===== src/rtl/arm_pkg.sv =====
// arm_pkg
// Shared definitions for the multi-cycle ARM controller.
//   - COND_EQ .. COND_NV : 4-bit condition-field encodings (Instr[31:28])
//   - FLAG_N/Z/C/V       : bit positions of each flag inside {N,Z,C,V}
package arm_pkg;

    localparam logic [3:0] COND_EQ = 4'b0000;
    localparam logic [3:0] COND_NE = 4'b0001;
    localparam logic [3:0] COND_CS = 4'b0010;
    localparam logic [3:0] COND_CC = 4'b0011;
    localparam logic [3:0] COND_MI = 4'b0100;
    localparam logic [3:0] COND_PL = 4'b0101;
    localparam logic [3:0] COND_VS = 4'b0110;
    localparam logic [3:0] COND_VC = 4'b0111;
    localparam logic [3:0] COND_HI = 4'b1000;
    localparam logic [3:0] COND_LS = 4'b1001;
    localparam logic [3:0] COND_GE = 4'b1010;
    localparam logic [3:0] COND_LT = 4'b1011;
    localparam logic [3:0] COND_GT = 4'b1100;
    localparam logic [3:0] COND_LE = 4'b1101;
    localparam logic [3:0] COND_AL = 4'b1110;
    localparam logic [3:0] COND_NV = 4'b1111;

    localparam int unsigned FLAG_N = 3;
    localparam int unsigned FLAG_Z = 2;
    localparam int unsigned FLAG_C = 1;
    localparam int unsigned FLAG_V = 0;

endpackage


===== src/rtl/condcheck.sv =====
// condcheck
// Purely combinational evaluation of an ARM condition field against the
// current {N,Z,C,V} flags.
// Ports:
//   cond_i        in  4 : condition field
//   flags_i       in  4 : current {N,Z,C,V}
//   condExNext_o  out 1 : 1 when the instruction should execute
// Configuration macro: CONDLOGIC_NV_ALWAYS_EN
//   defined   -> condition 1111 executes unconditionally
//   undefined -> condition 1111 never executes (default)
module condcheck
    import arm_pkg::*;
(
    input  logic [3:0] cond_i,
    input  logic [3:0] flags_i,
    output logic       condExNext_o
);

    logic flagN;
    logic flagZ;
    logic flagC;
    logic flagV;
    logic signedGe;

    assign flagN    = flags_i[FLAG_N];
    assign flagZ    = flags_i[FLAG_Z];
    assign flagC    = flags_i[FLAG_C];
    assign flagV    = flags_i[FLAG_V];
    assign signedGe = (flagN == flagV);

    // Decode the condition field into a single execute decision. The
    // signed comparisons all reduce to N==V, so that term is shared.
    always_comb begin
        condExNext_o = 1'b0;
        case (cond_i)
            COND_EQ: condExNext_o = flagZ;
            COND_NE: condExNext_o = ~flagZ;
            COND_CS: condExNext_o = flagC;
            COND_CC: condExNext_o = ~flagC;
            COND_MI: condExNext_o = flagN;
            COND_PL: condExNext_o = ~flagN;
            COND_VS: condExNext_o = flagV;
            COND_VC: condExNext_o = ~flagV;
            COND_HI: condExNext_o = flagC & ~flagZ;
            COND_LS: condExNext_o = ~flagC | flagZ;
            COND_GE: condExNext_o = signedGe;
            COND_LT: condExNext_o = ~signedGe;
            COND_GT: condExNext_o = ~flagZ & signedGe;
            COND_LE: condExNext_o = flagZ | ~signedGe;
            COND_AL: condExNext_o = 1'b1;
`ifdef CONDLOGIC_NV_ALWAYS_EN
            COND_NV: condExNext_o = 1'b1;
`else
            COND_NV: condExNext_o = 1'b0;
`endif
            default: condExNext_o = 1'b0;
        endcase
    end

endmodule


===== src/rtl/condlogic.sv =====
// condlogic
// Conditional-execution stage of the multi-cycle ARM controller. Holds the
// NZCV flags, captures the condition result once per instruction during the
// Decode cycle, and gates decode's raw write requests.
// Ports:
//   clk, reset  in  1 : clock, synchronous active-high reset
//   Cond        in  4 : Instr[31:28]
//   ALUFlags    in  4 : {N,Z,C,V} from the ALU
//   FlagW       in  2 : [1] write N,Z  [0] write C,V
//   PCS, NextPC, RegW, MemW, IRWrite in 1 : raw requests from decode
//   PCWrite, RegWrite, MemWrite out 1 : committed write enables
//   Flags       out 4 : current {N,Z,C,V}
//   CondEx      out 1 : registered condition result
// Configuration macro: CONDLOGIC_NV_ALWAYS_EN (see condcheck)
module condlogic
    import arm_pkg::*;
(
    input  logic       clk,
    input  logic       reset,
    input  logic [3:0] Cond,
    input  logic [3:0] ALUFlags,
    input  logic [1:0] FlagW,
    input  logic       PCS,
    input  logic       NextPC,
    input  logic       RegW,
    input  logic       MemW,
    input  logic       IRWrite,
    output logic       PCWrite,
    output logic       RegWrite,
    output logic       MemWrite,
    output logic [3:0] Flags,
    output logic       CondEx
);

    logic [1:0] flagsNZ_q;
    logic [1:0] flagsNZ_d;
    logic [1:0] flagsCV_q;
    logic [1:0] flagsCV_d;
    logic       condEx_q;
    logic       condEx_d;
    logic       decCyc_q;
    logic       condExNext;

    assign Flags = {flagsNZ_q, flagsCV_q};

    condcheck uCondcheck (
        .cond_i       (Cond),
        .flags_i      (Flags),
        .condExNext_o (condExNext)
    );

    // Next-state logic. CondEx only reloads at the end of the Decode cycle so
    // it stays put through the rest of the instruction. The flag halves are
    // gated by the registered CondEx, which means a capture and a flag write
    // in the same edge evaluate on the old flags.
    always_comb begin
        condEx_d  = condEx_q;
        flagsNZ_d = flagsNZ_q;
        flagsCV_d = flagsCV_q;
        if (decCyc_q) begin
            condEx_d = condExNext;
        end
        if (FlagW[1] && condEx_q) begin
            flagsNZ_d = ALUFlags[FLAG_N:FLAG_Z];
        end
        if (FlagW[0] && condEx_q) begin
            flagsCV_d = ALUFlags[FLAG_C:FLAG_V];
        end
    end

    // State registers. Reset clears everything together, which also
    // suppresses any in-flight write until the next Decode capture.
    always_ff @(posedge clk) begin
        if (reset) begin
            flagsNZ_q <= 2'b00;
            flagsCV_q <= 2'b00;
            condEx_q  <= 1'b0;
            decCyc_q  <= 1'b0;
        end else begin
            flagsNZ_q <= flagsNZ_d;
            flagsCV_q <= flagsCV_d;
            condEx_q  <= condEx_d;
            decCyc_q  <= IRWrite;
        end
    end

    // Committed enables. NextPC is the fetch increment and is never gated.
    always_comb begin
        RegWrite = RegW & condEx_q;
        MemWrite = MemW & condEx_q;
        PCWrite  = (PCS & condEx_q) | NextPC;
    end

    assign CondEx = condEx_q;

endmodule


===== config.mk =====
export PLATFORM = sky130hd
export DESIGN_NAME = condlogic
export DESIGN_NICKNAME = d
export VERILOG_FILES = /design/src/rtl/arm_pkg.sv /design/src/rtl/condcheck.sv /design/src/rtl/condlogic.sv
export SDC_FILE = /design/constraint.sdc
export NUM_CORES = 1
export LEC_CHECK = 0
export BUFFER_PORTS_ARGS = -buffer_cell sky130_fd_sc_hd__buf_2
export CORE_AREA = 2 2 39 41
export CTS_BUF_LIST = sky130_fd_sc_hd__clkbuf_16
export CTS_CLUSTER_SIZE = 24
export DETAILED_ROUTE_END_ITERATION = 6
export DIE_AREA = 0 0 41 43
export SLEW_MARGIN = 10
export SYNTH_ARGS = -nofsm -noshare
export SYNTH_HDL_FRONTEND = slang
export SYNTH_HIERARCHICAL = 1
export SYNTH_SLANG_ARGS = --single-unit

===== constraint.sdc =====
create_clock -name clk -period 4.9 [get_ports clk]
set_clock_uncertainty 0.15 [all_clocks]
set_input_delay 0.98 -clock clk [delete_from_list [all_inputs] [get_ports clk]]
set_output_delay 0.98 -clock clk [all_outputs]
set_load 0.1 [all_outputs]

==> flow_metrics.env, run 1 <==
export IMPL_worstReg2RegStart="flagsCV_q[0]"
export IMPL_yosysMostFrequentCell="a21oi_1"
export IMPL_cts_tree="built"
export IMPL_port_buffers=24
export IMPL_holdWs_ns=0.340
export IMPL_finalMaxSlewViolations=0
export IMPL_criticalPathCategory="in -> out"
export IMPL_cts_hold_buf=0
export IMPL_synth_async_reset_ratio_pct=0
export IMPL_dp_hpwl_um=723
export IMPL_seqPwrFrac_pct=24.0
export IMPL_period_needed_ns=2.72
export IMPL_drcViolationCount=0
export IMPL_pwr_density_cell_nw_per_um2=370
export IMPL_num_vias=421
export IMPL_antenna_left=0
export IMPL_critPathMaxStageDelay_ns=0.42
export IMPL_overflow=0
export IMPL_cp_max_fo=1
export IMPL_cp_end_kind="output pin"
export IMPL_clockBufferDepth=2
export IMPL_clkSinkCount=6
export IMPL_vias_per_cell=4.78
export IMPL_synth_top_area_share_pct=29.3
export IMPL_syn_num_nets=65
export IMPL_drt_wirelength_per_cell_um=10.7
export IMPL_syn_to_final_growth_pct=47.0
export IMPL_synth_edf_count=0
export IMPL_fillers=136
export IMPL_required_ns=3.77
export IMPL_yosys_top_cells_area="dfxtp_1 (29%), a21oi_1 (8.5%), xor2_1 (6.4%)"
export IMPL_crit_arrival_ns=1.59
export IMPL_path_cells="buf_2 -> and2_2 -> buf_2"
export IMPL_worstMarginPinSlew_ns=0.492
export IMPL_ys_dominant_reg_cell="dfxtp_1"
export IMPL_clockPowerShare_pct=57.9
export IMPL_cp_startpoint="RegW"
export IMPL_antenna_found_initial=0
export IMPL_finalSetupViolations=0
export IMPL_cp_common_cell="buf_2"
export IMPL_vdd_ir_drop_max_uv=208
export IMPL_hold_viol_final=0
export IMPL_cts_made_buffers=3
export IMPL_grt_max_degree=14
export IMPL_wirelength_um=940
export IMPL_track_usage_pct=13.0
export IMPL_synth_commonest_cells="a21oi_1 (7), dfxtp_1 (6), nand3_1 (4)"
export IMPL_tns_ns=0
export IMPL_clockRootBuffer="clkbuf_16"
export IMPL_layout_drive_gt1_share_pct=44.4
export IMPL_dieArea_um2=1760
export IMPL_yosys_area_top_type="dfxtp_1"
export IMPL_ys_seq_area_share_pct=29.3
export IMPL_place_congestion=0.630
export IMPL_drtIter0Drc=3
export IMPL_avgSynthCellArea_um2=8.55
export IMPL_synthCells=48
export IMPL_ys_ff_latch=6
export IMPL_cpMaxStageDelayCell="buf_2"
export IMPL_crit_path_start_kind="input port"
export IMPL_grt_pass1_vias=367
export IMPL_grt_pass1_wl_mm=1.54
export IMPL_maxCapViolCount=0
export IMPL_fp_dieH_um=43
export IMPL_diodes=0
export IMPL_cts_resized=0
export IMPL_ys_warn_count=6
export IMPL_min_from="decCyc_q"
export IMPL_cts_htree_levels=1
export IMPL_yosysUniqueCellTypes=25
export IMPL_die_w_um=41
export IMPL_rows=14
export IMPL_drt_pass1_iter_count=4
export IMPL_power_switching_uw=54.7
export IMPL_hp_class="reg -> reg"
export IMPL_path_clk_slew_ns=0.03
export IMPL_p_comb_share_pct=18.1
export IMPL_regArea_um2=120
export IMPL_ioPinCount=25
export IMPL_slew_headroom_pct=67.4
export IMPL_internal_power_uw=168
export IMPL_status="finished clean"
export IMPL_leakage_uw=0.000287
export IMPL_fmax_mhz=368
export IMPL_cts_setup_buffers=0
export IMPL_synth_area_um2=410
export IMPL_clock_latency_ns=0.22
export IMPL_start_util_pct=29.7
export IMPL_fp_coreArea_um2=1380
export IMPL_fin_nets=91
export IMPL_swShare_pct=24.5
export IMPL_rsz0062_at_grt="false"
export IMPL_period_share_pct=55.4
export IMPL_multi_input_comb_area_um2=264
==> path summary, 6_finish.rpt <==
path | to | cells past startpoint | slack, ns
worst min-delay path | CondEx | 2 | 0.34
worst max register to register | CondEx | 7 | 3.04
worst min register to register | CondEx | 2 | 0.34
worst max-delay path | RegWrite | 3 | 2.18
==> flip-flops by register name, indices dropped and copies added, names as in the netlist <==
signal / cells
CondEx: 1
flagsNZ_q: 2
decCyc_q: 1
flagsCV_q: 2
==> layout by cell type (no fill, tap or decap) <==
master,instances
mux2i_1,2
a311oi_1,1
nand2b_1,1
nor3_1,1
nand3_1,4
inv_1,1
a21oi_1,7
nor2b_1,2
o21ai_0,1
a21o_2,1
a21bo_2,2
xor2_1,3
nor2_1,3
a211oi_1,1
clkbuf_16,3
o22ai_1,1
buf_2,24
dfxtp_1,6
and2_2,2
a21bo_1,2
nor4b_1,1
o22a_1,1
a2111oi_1,1
xnor2_1,1
==> power groups by stage <==
stage / Combinational, µW / Sequential (µW) / Clock [µW]
after floorplan: 22.6 / 61.6 / 0
after detailed placement: 40.5 / 54.1 / 0
after global routing: 43.3 / 53.9 / 135
final: 40.4 / 53.4 / 129
after CTS: 40.7 / 53.4 / 132
after global placement: 40.0 / 54.0 / 0
==> per-layer routing <==
metal	routed length, µm	part of all wire, %	track usage [%]
met5	0	0	0
met3	49	5.2	3.14
met1	407	43	15.9
met2	482	51	18.4
met4	0	0	10.0
==> final cells by class <==
type	instances	share of cell area (%)
Inverter	1	0.622
Tap cell	16	3.32
Sequential cell	6	19.9
Timing Repair Buffer	24	19.9
Clock buffer	3	12.4
Multi-Input combinational cell	38	43.8
==> critical path: cells and delay by family <==
family / cells / cell delay [ns]
buf+inv: 2 / 0.49
simple gates: 1 / 0.12
==> stage by stage <==
step | power [µW] | util, % | std cells | setup slack, ns | area [µm²]
after floorplan | 84.1 | - | 48 | 2.10 | 410
after global placement | 94.1 | 38.2 | 85 | 2.19 | 528
after detailed placement | 94.6 | 38.2 | 85 | 2.18 | 528
after CTS | 227 | 43.6 | 88 | 2.18 | 603
after global routing | 232 | 43.6 | 88 | 2.16 | 603
final | 223 | 43.6 | 88 | 2.18 | 603
==> cell families after synthesis <==
logic type	Yosys count	synth area share [%]
compound gates	18	31.7
simple gates	14	19.2
flops	6	29.3
xor+xnor	4	8.54
buf+inv	4	6.40
mux	2	4.88
No activity file was read; power rests on OpenSTA's default activity.
==> inputs of run 2 (changes only) <==
- ABC_AREA: default -> 1
- clock period: 4.9 -> 2.7 ns (I/O delays scaled with it)
==> flow_metrics.env, run 2 <==
export IMPL_worstReg2RegStart="flagsCV_q[0]"
export IMPL_worstMarginPinSlew_ns=0.485
export IMPL_crit_arrival_ns=1.21
export IMPL_cts_htree_levels=1
export IMPL_cp_end_kind="output pin"
export IMPL_rr_endpoint="CondEx"
export IMPL_place_inst=125
export IMPL_rsz0062_at_grt="false"
export IMPL_rows=14
export IMPL_yosysUniqueCellTypes=13
export IMPL_criticalPathCategory="reg -> out"
export IMPL_vdd_ir_drop_max_uv=394
export IMPL_track_usage_pct=14.3
export IMPL_yosys_area_top_type="dfxtp_1"
export IMPL_synth_edf_count=0
export IMPL_diodes=0
export IMPL_start_util_pct=33.2
export IMPL_drt_wirelength_per_cell_um=8.39
export IMPL_required_ns=2.01
export IMPL_fmax_mhz=526
export IMPL_met2_usage_pct=22.8
export IMPL_antenna_found_initial=0
export IMPL_num_vias=573
export IMPL_ioPinCount=25
export IMPL_ys_dominant_reg_cell="dfxtp_1"
export IMPL_synthCells=85
export IMPL_hold_end="decCyc_q"
export IMPL_syn_num_nets=102
export IMPL_synth_area_um2=459
export IMPL_overflow=0
export IMPL_vias_per_cell=4.48
export IMPL_cp_max_fo=7
export IMPL_clock_latency_ns=0.23
export IMPL_die_w_um=41
export IMPL_hold_viol_final=0
export IMPL_synth_async_reset_ratio_pct=0
export IMPL_port_buffers=24
export IMPL_layout_drive_gt1_share_pct=30.4
export IMPL_drcViolationCount=0
export IMPL_ys_ff_latch=6
export IMPL_synth_commonest_cells="nand2_1 (29), inv_1 (15), nor2_1 (13)"
export IMPL_reg2regPathDepth=11
export IMPL_hp_class="in -> reg"
export IMPL_status="finished clean"
export IMPL_drtIter0Drc=8
export IMPL_cts_hold_buf=0
export IMPL_maxCapViolCount=0
export IMPL_min_from="reset"
export IMPL_tns_ns=0
export IMPL_place_congestion=0.688
export IMPL_final_common_cell="nand2_1"
export IMPL_avgSynthCellArea_um2=5.40
export IMPL_r2r_setup_slack_ns=1.27
export IMPL_fp_dieH_um=43
export IMPL_met1_usage_pct=16.5
export IMPL_ys_warn_count=6
export IMPL_cts_made_buffers=3
export IMPL_grt_met3_usage_pct=3.14
export IMPL_wirelength_mm=1.07
export IMPL_dieArea_um2=1760
export IMPL_hold_depth=2
export IMPL_cts_setup_buffers=0
export IMPL_cts_tree="built"
export IMPL_syn_to_final_growth_pct=46.9
export IMPL_yosysMostFrequentCell="nand2_1"
export IMPL_synth_top_area_share_pct=26.2
export IMPL_finalSetupViolations=0
export IMPL_fin_nets=131
export IMPL_ys_seq_area_share_pct=26.2
export IMPL_period_share_pct=70.4
export IMPL_period_needed_ns=1.90
export IMPL_dp_hpwl_um=871
export IMPL_grt_pass1_wl_mm=1.73
export IMPL_fin_cells=128
export IMPL_clockRootBuffer="clkbuf_16"
export IMPL_finalMaxSlewViolations=0
export IMPL_yosys_top_cells_area="dfxtp_1 (26%), nand2_1 (24%), inv_1 (12%)"
export IMPL_grt_max_degree=8
export IMPL_leakage_uw=0.000407
export IMPL_slew_headroom_pct=67.9
export IMPL_fp_coreArea_um2=1380
export IMPL_cts_resized=0
export IMPL_antenna_left=0
export IMPL_grt_pass1_vias=470
export IMPL_reg_largest_list="flagsCV_q x2, flagsNZ_q x2"
export IMPL_pwr_density_cell_nw_per_um2=663
export IMPL_grt_busiest_layer="met2"
export IMPL_path_clk_slew_ns=0.03
export IMPL_clockBufferDepth=2
export IMPL_power_uw=447
export IMPL_crit_path_start_kind="flop"
export IMPL_clkSinkCount=6
export IMPL_final_cell_mix="nand2_1 (29), buf_2 (24), inv_1 (15), nor2_1 (13), nand3_1 (8)"
export IMPL_drt_pass1_iter_count=4
## run 2: cell count changes in the layout (fill, tap and decap cells not counted), moves of 3 or more
cell | previous run | this run
inv_1 | 1 | 15
nand3_1 | 4 | 8
a21oi_1 | 7 | 1
nand2_1 | 0 | 29
nor2_1 | 3 | 13
xor2_1 | 3 | 0
nor2_2 | 0 | 3
## run 2: per-stage QoR
step	util, %	area (µm²)	setup slack, ns	hold slack [ns]
floorplan	-	459	0.279	0.312
global placement	43.3	599	0.885	0.322
detailed placement	43.3	599	0.877	0.329
CTS	48.7	674	0.793	0.327
global route	48.7	674	0.738	0.357
finish	48.7	674	0.800	0.328
## run 2: worst max path at each step
stage	depth (start not counted)	end	start	slack [ns]
after floorplan	2	MemWrite	CondEx	0.28
after global placement	3	PCWrite	PCS	0.89
after detailed placement	3	PCWrite	PCS	0.88
after CTS	2	PCWrite	CondEx	0.79
after global routing	3	MemWrite	CondEx	0.74
final	2	PCWrite	CondEx	0.80
## run 2: power breakdown
part	switching, µW	leakage, µW	total [µW]	internal (µW)
logic	80.3	0.000321	109	28.5
clock network	47.8	0.0000370	238	190
registers	6.44	0.0000492	101	94.3
## run 2: kinds of logic (layout without fill, tap and decap cells)
logic type	after synthesis	count (layout)	share of synthesized area, %
AO/OA/AOI/OAI	8	8	10.6
flip-flops	6	6	26.2
buffers and inverters	17	44	13.9
AND/OR/NAND/NOR	54	54	49.3
## run 2: worst max-delay path, cell delays in order, from the launching register on
cell and delay, ns:
dfxtp_1 0.42, a21o_2 0.15, buf_2 0.41
## run 2: metal layers
metal	routed length, µm	up-vias
met1	454	240
li1	-	315
met2	540	15
met3	57	3
met4	22	0
met5	0	-
## run 2: area by class of cell
| type | instances | area (µm²) |
|---|---|---|
| flip-flops and latches | 6 | 120 |
| fillers | 160 | 709 |
| multi-input cells | 62 | 275 |
| clock buffers | 3 | 75.1 |
| well taps | 16 | 20.0 |
| repair buffers | 24 | 120 |
| inverters | 17 | 63.8 |
